## src/rtl/if_stage.sv

```systemverilog
`default_nettype none
// ============================================================================
// Module   : if_stage
// Purpose  : Instruction fetch stage. Issues one imem read at a time and
//            drives the IF/ID register. Optional macro IF_EBREAK_HALT_EN
//            adds a HALT state entered when ebreak is loaded into IF/ID.
// Revision : 1.0 - initial release
// ============================================================================
module if_stage #(
  parameter logic [31:0] RESET_PC = 32'h0000_0000,
  parameter logic [31:0] NOP_INST = 32'h0000_0013
) (
  input  logic        clk,
  input  logic        rst,
  input  logic        stall,
  input  logic        flash,
  input  logic [31:0] target_pc,
  output logic        imem_req_valid,
  input  logic        imem_req_ready,
  output logic [31:0] imem_addr,
  input  logic        imem_resp_valid,
  input  logic [31:0] imem_resp_data,
  output logic [31:0] if_id_IR,
  output logic [31:0] if_id_PC,
  output logic [31:0] if_id_NPC,
  output logic        if_id_valid_inst
);

  localparam logic [1:0] C_ST_REQ  = 2'd0;
  localparam logic [1:0] C_ST_WAIT = 2'd1;
  localparam logic [1:0] C_ST_DROP = 2'd2;
`ifdef IF_EBREAK_HALT_EN
  localparam logic [1:0] C_ST_HALT = 2'd3;
`endif

  logic [1:0]  r_state;
  logic [1:0]  w_state_nxt;
  logic [31:0] r_fetch_pc;
  logic [31:0] r_inflight_pc;
  logic        r_pend_valid;
  logic [31:0] r_pend_inst;
  logic [31:0] r_pend_pc;
  logic [31:0] r_ir;
  logic [31:0] r_pc;
  logic [31:0] r_npc;
  logic        r_valid;

  logic        w_req_fire;
  logic        w_resp_take;
  logic        w_ifid_load;
  logic [31:0] w_load_inst;
  logic [31:0] w_load_pc;
  logic        w_unused_target_lsb;

  assign w_unused_target_lsb = ^target_pc[1:0];

  // The reset term keeps the request low while rst is asserted.
  assign imem_req_valid = rst & (r_state == C_ST_REQ) & ~r_pend_valid & ~flash;
  assign imem_addr      = r_fetch_pc;

  assign w_req_fire  = imem_req_valid & imem_req_ready;
  assign w_resp_take = (r_state == C_ST_WAIT) & imem_resp_valid & ~flash;
  assign w_ifid_load = ~flash & ~stall & (r_pend_valid | w_resp_take);
  assign w_load_inst = r_pend_valid ? r_pend_inst : imem_resp_data;
  assign w_load_pc   = r_pend_valid ? r_pend_pc   : r_inflight_pc;

`ifdef IF_EBREAK_HALT_EN
  logic w_halt_hit;
  assign w_halt_hit = w_ifid_load & (w_load_inst[6:0] == 7'b1110011) &
                      (w_load_inst[31:20] == 12'h001);
`endif

  always_comb begin
    w_state_nxt = r_state;
    if (flash) begin
      // A response still owed to a killed request must be swallowed in DROP.
      if (((r_state == C_ST_WAIT) || (r_state == C_ST_DROP)) && !imem_resp_valid)
        w_state_nxt = C_ST_DROP;
      else
        w_state_nxt = C_ST_REQ;
    end else begin
      case (r_state)
        C_ST_REQ:  if (w_req_fire)      w_state_nxt = C_ST_WAIT;
        C_ST_WAIT: if (imem_resp_valid) w_state_nxt = C_ST_REQ;
        C_ST_DROP: if (imem_resp_valid) w_state_nxt = C_ST_REQ;
        default:   w_state_nxt = r_state;
      endcase
`ifdef IF_EBREAK_HALT_EN
      if (w_halt_hit) w_state_nxt = C_ST_HALT;
`endif
    end
  end

  always_ff @(posedge clk or negedge rst) begin
    if (!rst) begin
      r_state       <= C_ST_REQ;
      r_fetch_pc    <= RESET_PC;
      r_inflight_pc <= RESET_PC;
      r_pend_valid  <= 1'b0;
      r_pend_inst   <= NOP_INST;
      r_pend_pc     <= 32'd0;
      r_ir          <= NOP_INST;
      r_pc          <= 32'd0;
      r_npc         <= 32'd4;
      r_valid       <= 1'b0;
    end else begin
      r_state <= w_state_nxt;

      if (flash) begin
        r_fetch_pc   <= {target_pc[31:2], 2'b00};
        r_pend_valid <= 1'b0;
      end else begin
        if (w_req_fire)
          r_inflight_pc <= r_fetch_pc;
        if (w_resp_take)
          r_fetch_pc <= r_inflight_pc + 32'd4;
        if (w_ifid_load && r_pend_valid) begin
          r_pend_valid <= 1'b0;
        end else if (w_resp_take && (stall || r_pend_valid)) begin
          r_pend_valid <= 1'b1;
          r_pend_inst  <= imem_resp_data;
          r_pend_pc    <= r_inflight_pc;
        end
      end

      // Bubbles keep PC/NPC so decode still sees the last fetched address.
      if (flash || (!stall && !w_ifid_load)) begin
        r_ir    <= NOP_INST;
        r_valid <= 1'b0;
      end else if (w_ifid_load) begin
        r_ir    <= w_load_inst;
        r_pc    <= w_load_pc;
        r_npc   <= w_load_pc + 32'd4;
        r_valid <= 1'b1;
      end
    end
  end

  assign if_id_IR         = r_ir;
  assign if_id_PC         = r_pc;
  assign if_id_NPC        = r_npc;
  assign if_id_valid_inst = r_valid;

endmodule
`default_nettype wire

```

## config.mk

```make
export PLATFORM = sky130hd
export DESIGN_NAME = if_stage
export DESIGN_NICKNAME = d
export VERILOG_FILES = /design/src/rtl/if_stage.sv
export SDC_FILE = /design/constraint.sdc
export NUM_CORES = 1
export LEC_CHECK = 0
export ABC_AREA = 1
export BUFFER_PORTS_ARGS = -buffer_cell sky130_fd_sc_hd__buf_2
export CORE_ASPECT_RATIO = 1.25
export CORE_MARGIN = 3
export CORE_UTILIZATION = 38
export CTS_BUF_LIST = sky130_fd_sc_hd__clkbuf_16
export DETAILED_ROUTE_END_ITERATION = 6
export GPL_ROUTABILITY_DRIVEN = 0
export SYNTH_ARGS = -nofsm -noshare
export SYNTH_HDL_FRONTEND = slang
export SYNTH_SLANG_ARGS = --single-unit
```

## constraint.sdc

```tcl
create_clock -name clk -period 2.54 [get_ports clk]
set_clock_uncertainty 0.1 [all_clocks]
set_input_delay 0.254 -clock clk [delete_from_list [all_inputs] [get_ports clk]]
set_output_delay 0.254 -clock clk [all_outputs]
set_load 0.1 [all_outputs]
```

After elaboration in Yosys (flattened, before gate mapping)
Cells that the tools add are included.
Widths: inputs -> output; s select.

storage, ports and cells
  logic and storage cells = 66
  register bits = 228

operators by class
  muxes and demuxes = 16
  eq/ne operators = 4
  reductions and logical operators = 20
  bitwise logic cells = 14
  add/sub/neg operators = 2

operator list
  kind                   count
  $mux 32                6
  $add 32x3->32 const B  2
  $and 1x1->1            8
  $mux 2                 4
  $reduce_and 3->1       2
  $reduce_bool 3->1      2
  $mux 1                 5
  $not 1->1              5
  $logic_and 1x1->1      4
  $pmux 2 s2             1
  $reduce_and 2->1       2
  $reduce_bool 2->1      2
  $logic_not 1->1        3
  $logic_or 1x1->1       3
  $ne 3x1->1 const B     1
  $ne 3x3->1 const B     1
  $eq 2x1->1 const B     1
  $eq 2x2->1 const B     1
  $logic_not 2->1        1
  $reduce_or 2->1        1
  $or 1x1->1             1

Longest topological paths before layout
  word-level depth = 10
  gate-level depth with buffers = 14
  depth with buffers taken out = 13

Least setup slack after synthesis
OpenSTA, ideal clock, no wires.

  path kind = register to register
  start = register r_state[0]
  end = register r_inflight_pc[12]
  stages on the path, launching flop included = 8
  setup slack = -424 ps
  clock period less this slack = 2964 ps
  path buffers = 1
  arrival = 2738 ps
  cells stage by stage = dfrtp_1 inv_1 ha_1 nand2_1 nor3_2 nand2_1 buf_2 mux2_2

on the way
  longest elaborated chain between the ends = 6

RTL lines
  item                        line  source
  start, declared             36    logic [1:0] r_state;
  start signal, assigned      107   r_state <= w_state_nxt;
  $logic_not 2->1             58    assign imem_req_valid = rst & (r_state == C_ST_REQ) & ~r_pend_valid & ~flash;
  $and 1x1->1 (3 in series)   58
  via imem_req_valid          18    output logic imem_req_valid,
  $and 1x1->1                 61    assign w_req_fire = imem_req_valid & imem_req_ready;
  $reduce_and 2->1 (no line)  --
  end signal, assigned        114   r_inflight_pc <= r_fetch_pc;
  end, declared               39    logic [31:0] r_inflight_pc;

The timed path passes the listed nets, and every way through them passes these cells.
A chain may end at the register's enable or synchronous reset.

Worst setup path after layout
  start = register r_state[0]
  end = output imem_req_valid

on the way
  longest elaborated chain between the ends = 4

RTL lines
  item                       line
  $logic_not 2->1            58
  $and 1x1->1 (3 in series)  58
  end, declared              18

Every way passes these cells.

==> results.txt <==
----------------------------------------------------
[Layout]
  Final core utilization ... 48.8%
  Total of fill cells in the finished design ... 2735
  Number of cells in the finished layout apart from fillers ... 1945
  # nets final ... 1650
  Fraction of final layout cells with drive strength greater than 1 ... 19.0%
  Area of all placed cells without fillers ... 0.0136 mm2
  Layout overhead on the synthesized area ... 25.9%

[Clock tree]
  Number of buffers on the longest clock path ... 3
  Clock tree root buffer cell ... sky130_fd_sc_hd__clkbuf_16
  TritonCTS clock tree ... built
  Post-CTS repair timing setup buffer count ... 0
  # clock sinks ... 226
  Clock transition time at the flip-flop clock pins of the worst setup and hold paths ... 0.06 ns
  Skew-Pair Late Insertion Delay ... 0.51 ns
  Clock buffers created by TritonCTS ... 25
  H-tree lvl count ... 1

[Yosys]
  Count of distinct cell types in the synthesized netlist ... 34
  Count of state elements after synthesis ... 226
  Syn_area_per_cell ... 8.10 um2
  Syn. warnings ... 0
  Cell count after synthesis ... 1332
  Number of nets in the synthesized netlist ... 1406
  Summed instance area of the synthesized netlist ... 0.0108 mm2
  Register area share after synthesis ... 52.5%

[Drt]
  Remaining antenna violation count after routing ... 0
  DRT Wirelength ... 29300 um
  Number of detailed-route iterations in the first pass ... 5
  Count of vias placed by the detailed router ... 9372
  Number of DRC markers after the initial detailed-route iteration ... 606
  Routed WL per cell ... 15.1 um
  Number of vias per cell ... 4.82
  Total DRC errors in the routed layout ... 0

[Worst setup path]
  Startpoint type of the worst setup path ... flop
  Chain of cells forming the critical path ... inv_1 > ha_1 > nand2_1 > nor3_4 > buf_2
  Count of cells along the worst register-to-register path ... 11
  Reg-to-Reg Start ... r_pend_valid$_DFFE_PN0P_
  Delay of the slowest cell on the worst path ... 0.47 ns
  Required time of the critical path ... 2.19 ns
  Buf/Inv on CP ... 2
  Worst setup path endpoint ... imem_req_valid
  Cell class contributing the biggest share of worst-path delay ... buffers and inverters
  Maximum fanout count along the critical path ... 3
  Instance count on the critical path ... 5
  Endpoint of the worst register-to-register path ... if_id_NPC[20]$_DFFE_PN0P_
  Internal reg-to-reg setup slack ... 0.37 ns
  Worst Setup End Kind ... primary output
  Critical Path AT ... 1.91 ns
  First element of the critical path ... r_state[0]$_DFFE_PN0P_
  Path type of the worst setup path ... flop to primary output
  Slowest cell on crit path ... sky130_fd_sc_hd__buf_2

[Global route]
  Initial antenna violation count ... 0
  Global-route wire length before repair ... 47900 um
  GRT Overall Usage ... 19.1%
  Number of global-route vias before repair ... 9223
  Pin count of the biggest net entering global routing ... 153
  Global route total overflow ... 0

[STA]
  Worst setup slack after layout ... 0.280 ns
  Number of setup violations in the final report ... 0
  Headroom to the max-slew limit ... 41.7%
  Unrepaired setup endpoints after global routing ... false
  Final count of pins violating max slew ... 0
  Tightest Pin Transition ... 0.875 ns
  Share of the cycle needed by the critical path after routing ... 89.0%
  Maximum operating frequency ... 443 MHz
  Fin crit period ... 2.26 ns
  Hold Violations, Final ... 0
  Sum Neg Setup Slack ... 0 ns
  Fin Hold WS ... 0.0318 ns

[Min path]
  Path type of the worst min-delay path ... input pin to asynchronous set/reset pin

[Placed design]
  DP Wirelength ... 20400 um
  IO buf count ... 197
  Pre-CTS WS ... 0.380 ns
  Placed cell areas ... 0.0121 mm2
  Cell count after placement ... 1835

[Floorplanning]
  Number of rows created at floorplan ... 68
  Die area ... 0.0304 mm2
  Die Y-Extent ... 194 um
  Std-Cell Core Area ... 0.0278 mm2
  Ports ... 200
  Initial core utilization ... 38.8%
  X dimension of the die ... 157 um

[Job]
  Max-capacitance violation count ... 0

[Power]
  Power per cell area ... 1150 mW/mm2
  Leakage power of the design ... 6.79 nW
  Max IR drop VDD ... 0.950 mV
  Post-layout total power ... 15.6 mW

[Outcome]
  Result of the run ... completed

----------------------------------------------------
[registers in the layout, summed over array words and instances (netlist names)]
| name | count |
|---|---|
| if_id_IR | 32 |
| if_id_PC | 32 |
| imem_addr | 32 |
| r_inflight_pc | 32 |
| r_pend_inst | 32 |
| r_pend_pc | 32 |
| if_id_NPC | 30 |
| r_state | 2 |
| if_id_valid_inst | 1 |
| r_pend_valid | 1 |
[how the worst min path moves through the flow]
stage          startpoint                           end  slack (ns)
3_3_place_gp          rst   r_pend_inst[29]$_DFFE_PN0P_       -0.03
4_1_cts               rst  if_id_valid_inst$_DFFE_PN0P_        0.01
5_1_grt               rst  if_id_valid_inst$_DFFE_PN0P_        0.04
6_report              rst   r_pend_inst[29]$_DFFE_PN0P_        0.03
3_5_place_dp          rst  if_id_valid_inst$_DFFE_PN0P_       -0.03
2_1_floorplan         rst      if_id_IR[10]$_DFFE_PN0P_       -0.14
[cells in the mapped netlist]
cell type | number | area share (%)
sky130_fd_sc_hd__nor3_1 | 8 | 0.37
sky130_fd_sc_hd__nor2_1 | 85 | 3.0
sky130_fd_sc_hd__buf_1 | 5 | 0.17
sky130_fd_sc_hd__o21ai_0 | 105 | 4.9
sky130_fd_sc_hd__xor2_1 | 18 | 1.5
sky130_fd_sc_hd__buf_4 | 5 | 0.35
sky130_fd_sc_hd__nand2_2 | 15 | 0.87
sky130_fd_sc_hd__o221ai_1 | 6 | 0.49
sky130_fd_sc_hd__a31oi_1 | 8 | 0.46
sky130_fd_sc_hd__o211ai_1 | 15 | 1.0
sky130_fd_sc_hd__clkbuf_1 | 33 | 1.1
sky130_fd_sc_hd__ha_1 | 4 | 0.46
sky130_fd_sc_hd__nor3_2 | 1 | 0.093
sky130_fd_sc_hd__nor2_4 | 7 | 0.73
sky130_fd_sc_hd__o22ai_1 | 5 | 0.29
sky130_fd_sc_hd__a21oi_1 | 16 | 0.74
sky130_fd_sc_hd__dfrtp_1 | 219 | 51
sky130_fd_sc_hd__clkinv_4 | 1 | 0.081
sky130_fd_sc_hd__nor2_2 | 13 | 0.75
sky130_fd_sc_hd__inv_2 | 3 | 0.10
sky130_fd_sc_hd__inv_1 | 88 | 3.1
sky130_fd_sc_hd__buf_2 | 15 | 0.70
sky130_fd_sc_hd__mux2i_1 | 29 | 2.7
sky130_fd_sc_hd__buf_6 | 5 | 0.52
sky130_fd_sc_hd__nand2_1 | 533 | 19
sky130_fd_sc_hd__nand4_1 | 9 | 0.52
sky130_fd_sc_hd__o21bai_1 | 5 | 0.35
sky130_fd_sc_hd__mux2_2 | 3 | 0.31
sky130_fd_sc_hd__dfstp_2 | 7 | 1.7
sky130_fd_sc_hd__o21ai_2 | 1 | 0.081
sky130_fd_sc_hd__o21ai_1 | 10 | 0.46
sky130_fd_sc_hd__nand3_1 | 49 | 2.3
sky130_fd_sc_hd__xnor2_1 | 5 | 0.41
sky130_fd_sc_hd__o21a_1 | 1 | 0.070
[placed cells by master, fill, tap and decap left out, types with 2 or more instances in the layout]
cell / instances
sky130_fd_sc_hd__buf_4: 15
sky130_fd_sc_hd__a31oi_1: 8
sky130_fd_sc_hd__o221ai_1: 6
sky130_fd_sc_hd__bufinv_16: 4
sky130_fd_sc_hd__nand4_1: 9
sky130_fd_sc_hd__nand3_1: 49
sky130_fd_sc_hd__o211ai_1: 15
sky130_fd_sc_hd__xor2_1: 18
sky130_fd_sc_hd__clkinv_2: 2
sky130_fd_sc_hd__xnor2_1: 5
sky130_fd_sc_hd__buf_12: 4
sky130_fd_sc_hd__nor2_4: 7
sky130_fd_sc_hd__o21ai_0: 105
sky130_fd_sc_hd__dlygate4sd3_1: 64
sky130_fd_sc_hd__dfstp_2: 7
sky130_fd_sc_hd__nor3_1: 8
sky130_fd_sc_hd__clkbuf_16: 25
sky130_fd_sc_hd__nand2_1: 531
sky130_fd_sc_hd__nor2_2: 13
sky130_fd_sc_hd__inv_1: 96
sky130_fd_sc_hd__nor2_1: 85
sky130_fd_sc_hd__dfrtp_1: 218
sky130_fd_sc_hd__inv_2: 3
sky130_fd_sc_hd__mux2i_1: 29
sky130_fd_sc_hd__buf_2: 196
sky130_fd_sc_hd__ha_1: 4
sky130_fd_sc_hd__o21bai_1: 5
sky130_fd_sc_hd__clkinv_1: 4
sky130_fd_sc_hd__nand2_2: 16
sky130_fd_sc_hd__mux2_2: 3
sky130_fd_sc_hd__o22ai_1: 5
sky130_fd_sc_hd__a21oi_1: 16
sky130_fd_sc_hd__clkinv_4: 2
sky130_fd_sc_hd__o21ai_1: 10
[cell type report]
type | count | area (um2) | area share [%]
tap | 350 | 438 | 3.23
clock inverter | 20 | 191 | 1.41
multi-input combinational | 951 | 4470 | 32.9
timing repair buffer | 280 | 1830 | 13.5
antenna | 1 | 2.50 | 0.0184
inverter | 92 | 350 | 2.58
sequential | 226 | 5670 | 41.7
clock buffer | 25 | 626 | 4.61
[repair_timing]
item                                   CTS  global route
resized for setup                        0             0
hold buffers                            64             0
endpoints found under the hold margin  314             0
[routing by layer]
metal	part of all wire [%]	vias to the layer above	track usage (%)
li1	-	4729	-
met1	47	4327	26.9
met2	46	273	30.8
met3	4.8	43	2.54
met4	2.6	0	5.25
met5	0	-	0
[kinds of logic (layout without fill, tap and decap cells)]
kind of cell | count (synthesis) | in the layout | synth area share, %
and+or+nand+nor | 720 | 720 | 27.1
DFF | 226 | 226 | 52.5
AOI/OAI and AO/OA | 172 | 172 | 8.87
buffers and inverters | 155 | 417 | 6.14
muxes | 32 | 32 | 3.01
xor gates and xnor gates | 23 | 23 | 1.87
adders and majority gates | 4 | 4 | 0.464
other | 0 | 1 | 0
[power by group]
group          internal (mW)  total, mW  switching, mW  leakage (nW)
Combinational           1.19       6.63           5.44          3.44
Clock                   2.18       3.62           1.44         0.426
Sequential              4.62       5.36          0.738          2.92
No activity file was read; power rests on OpenSTA's default activity.
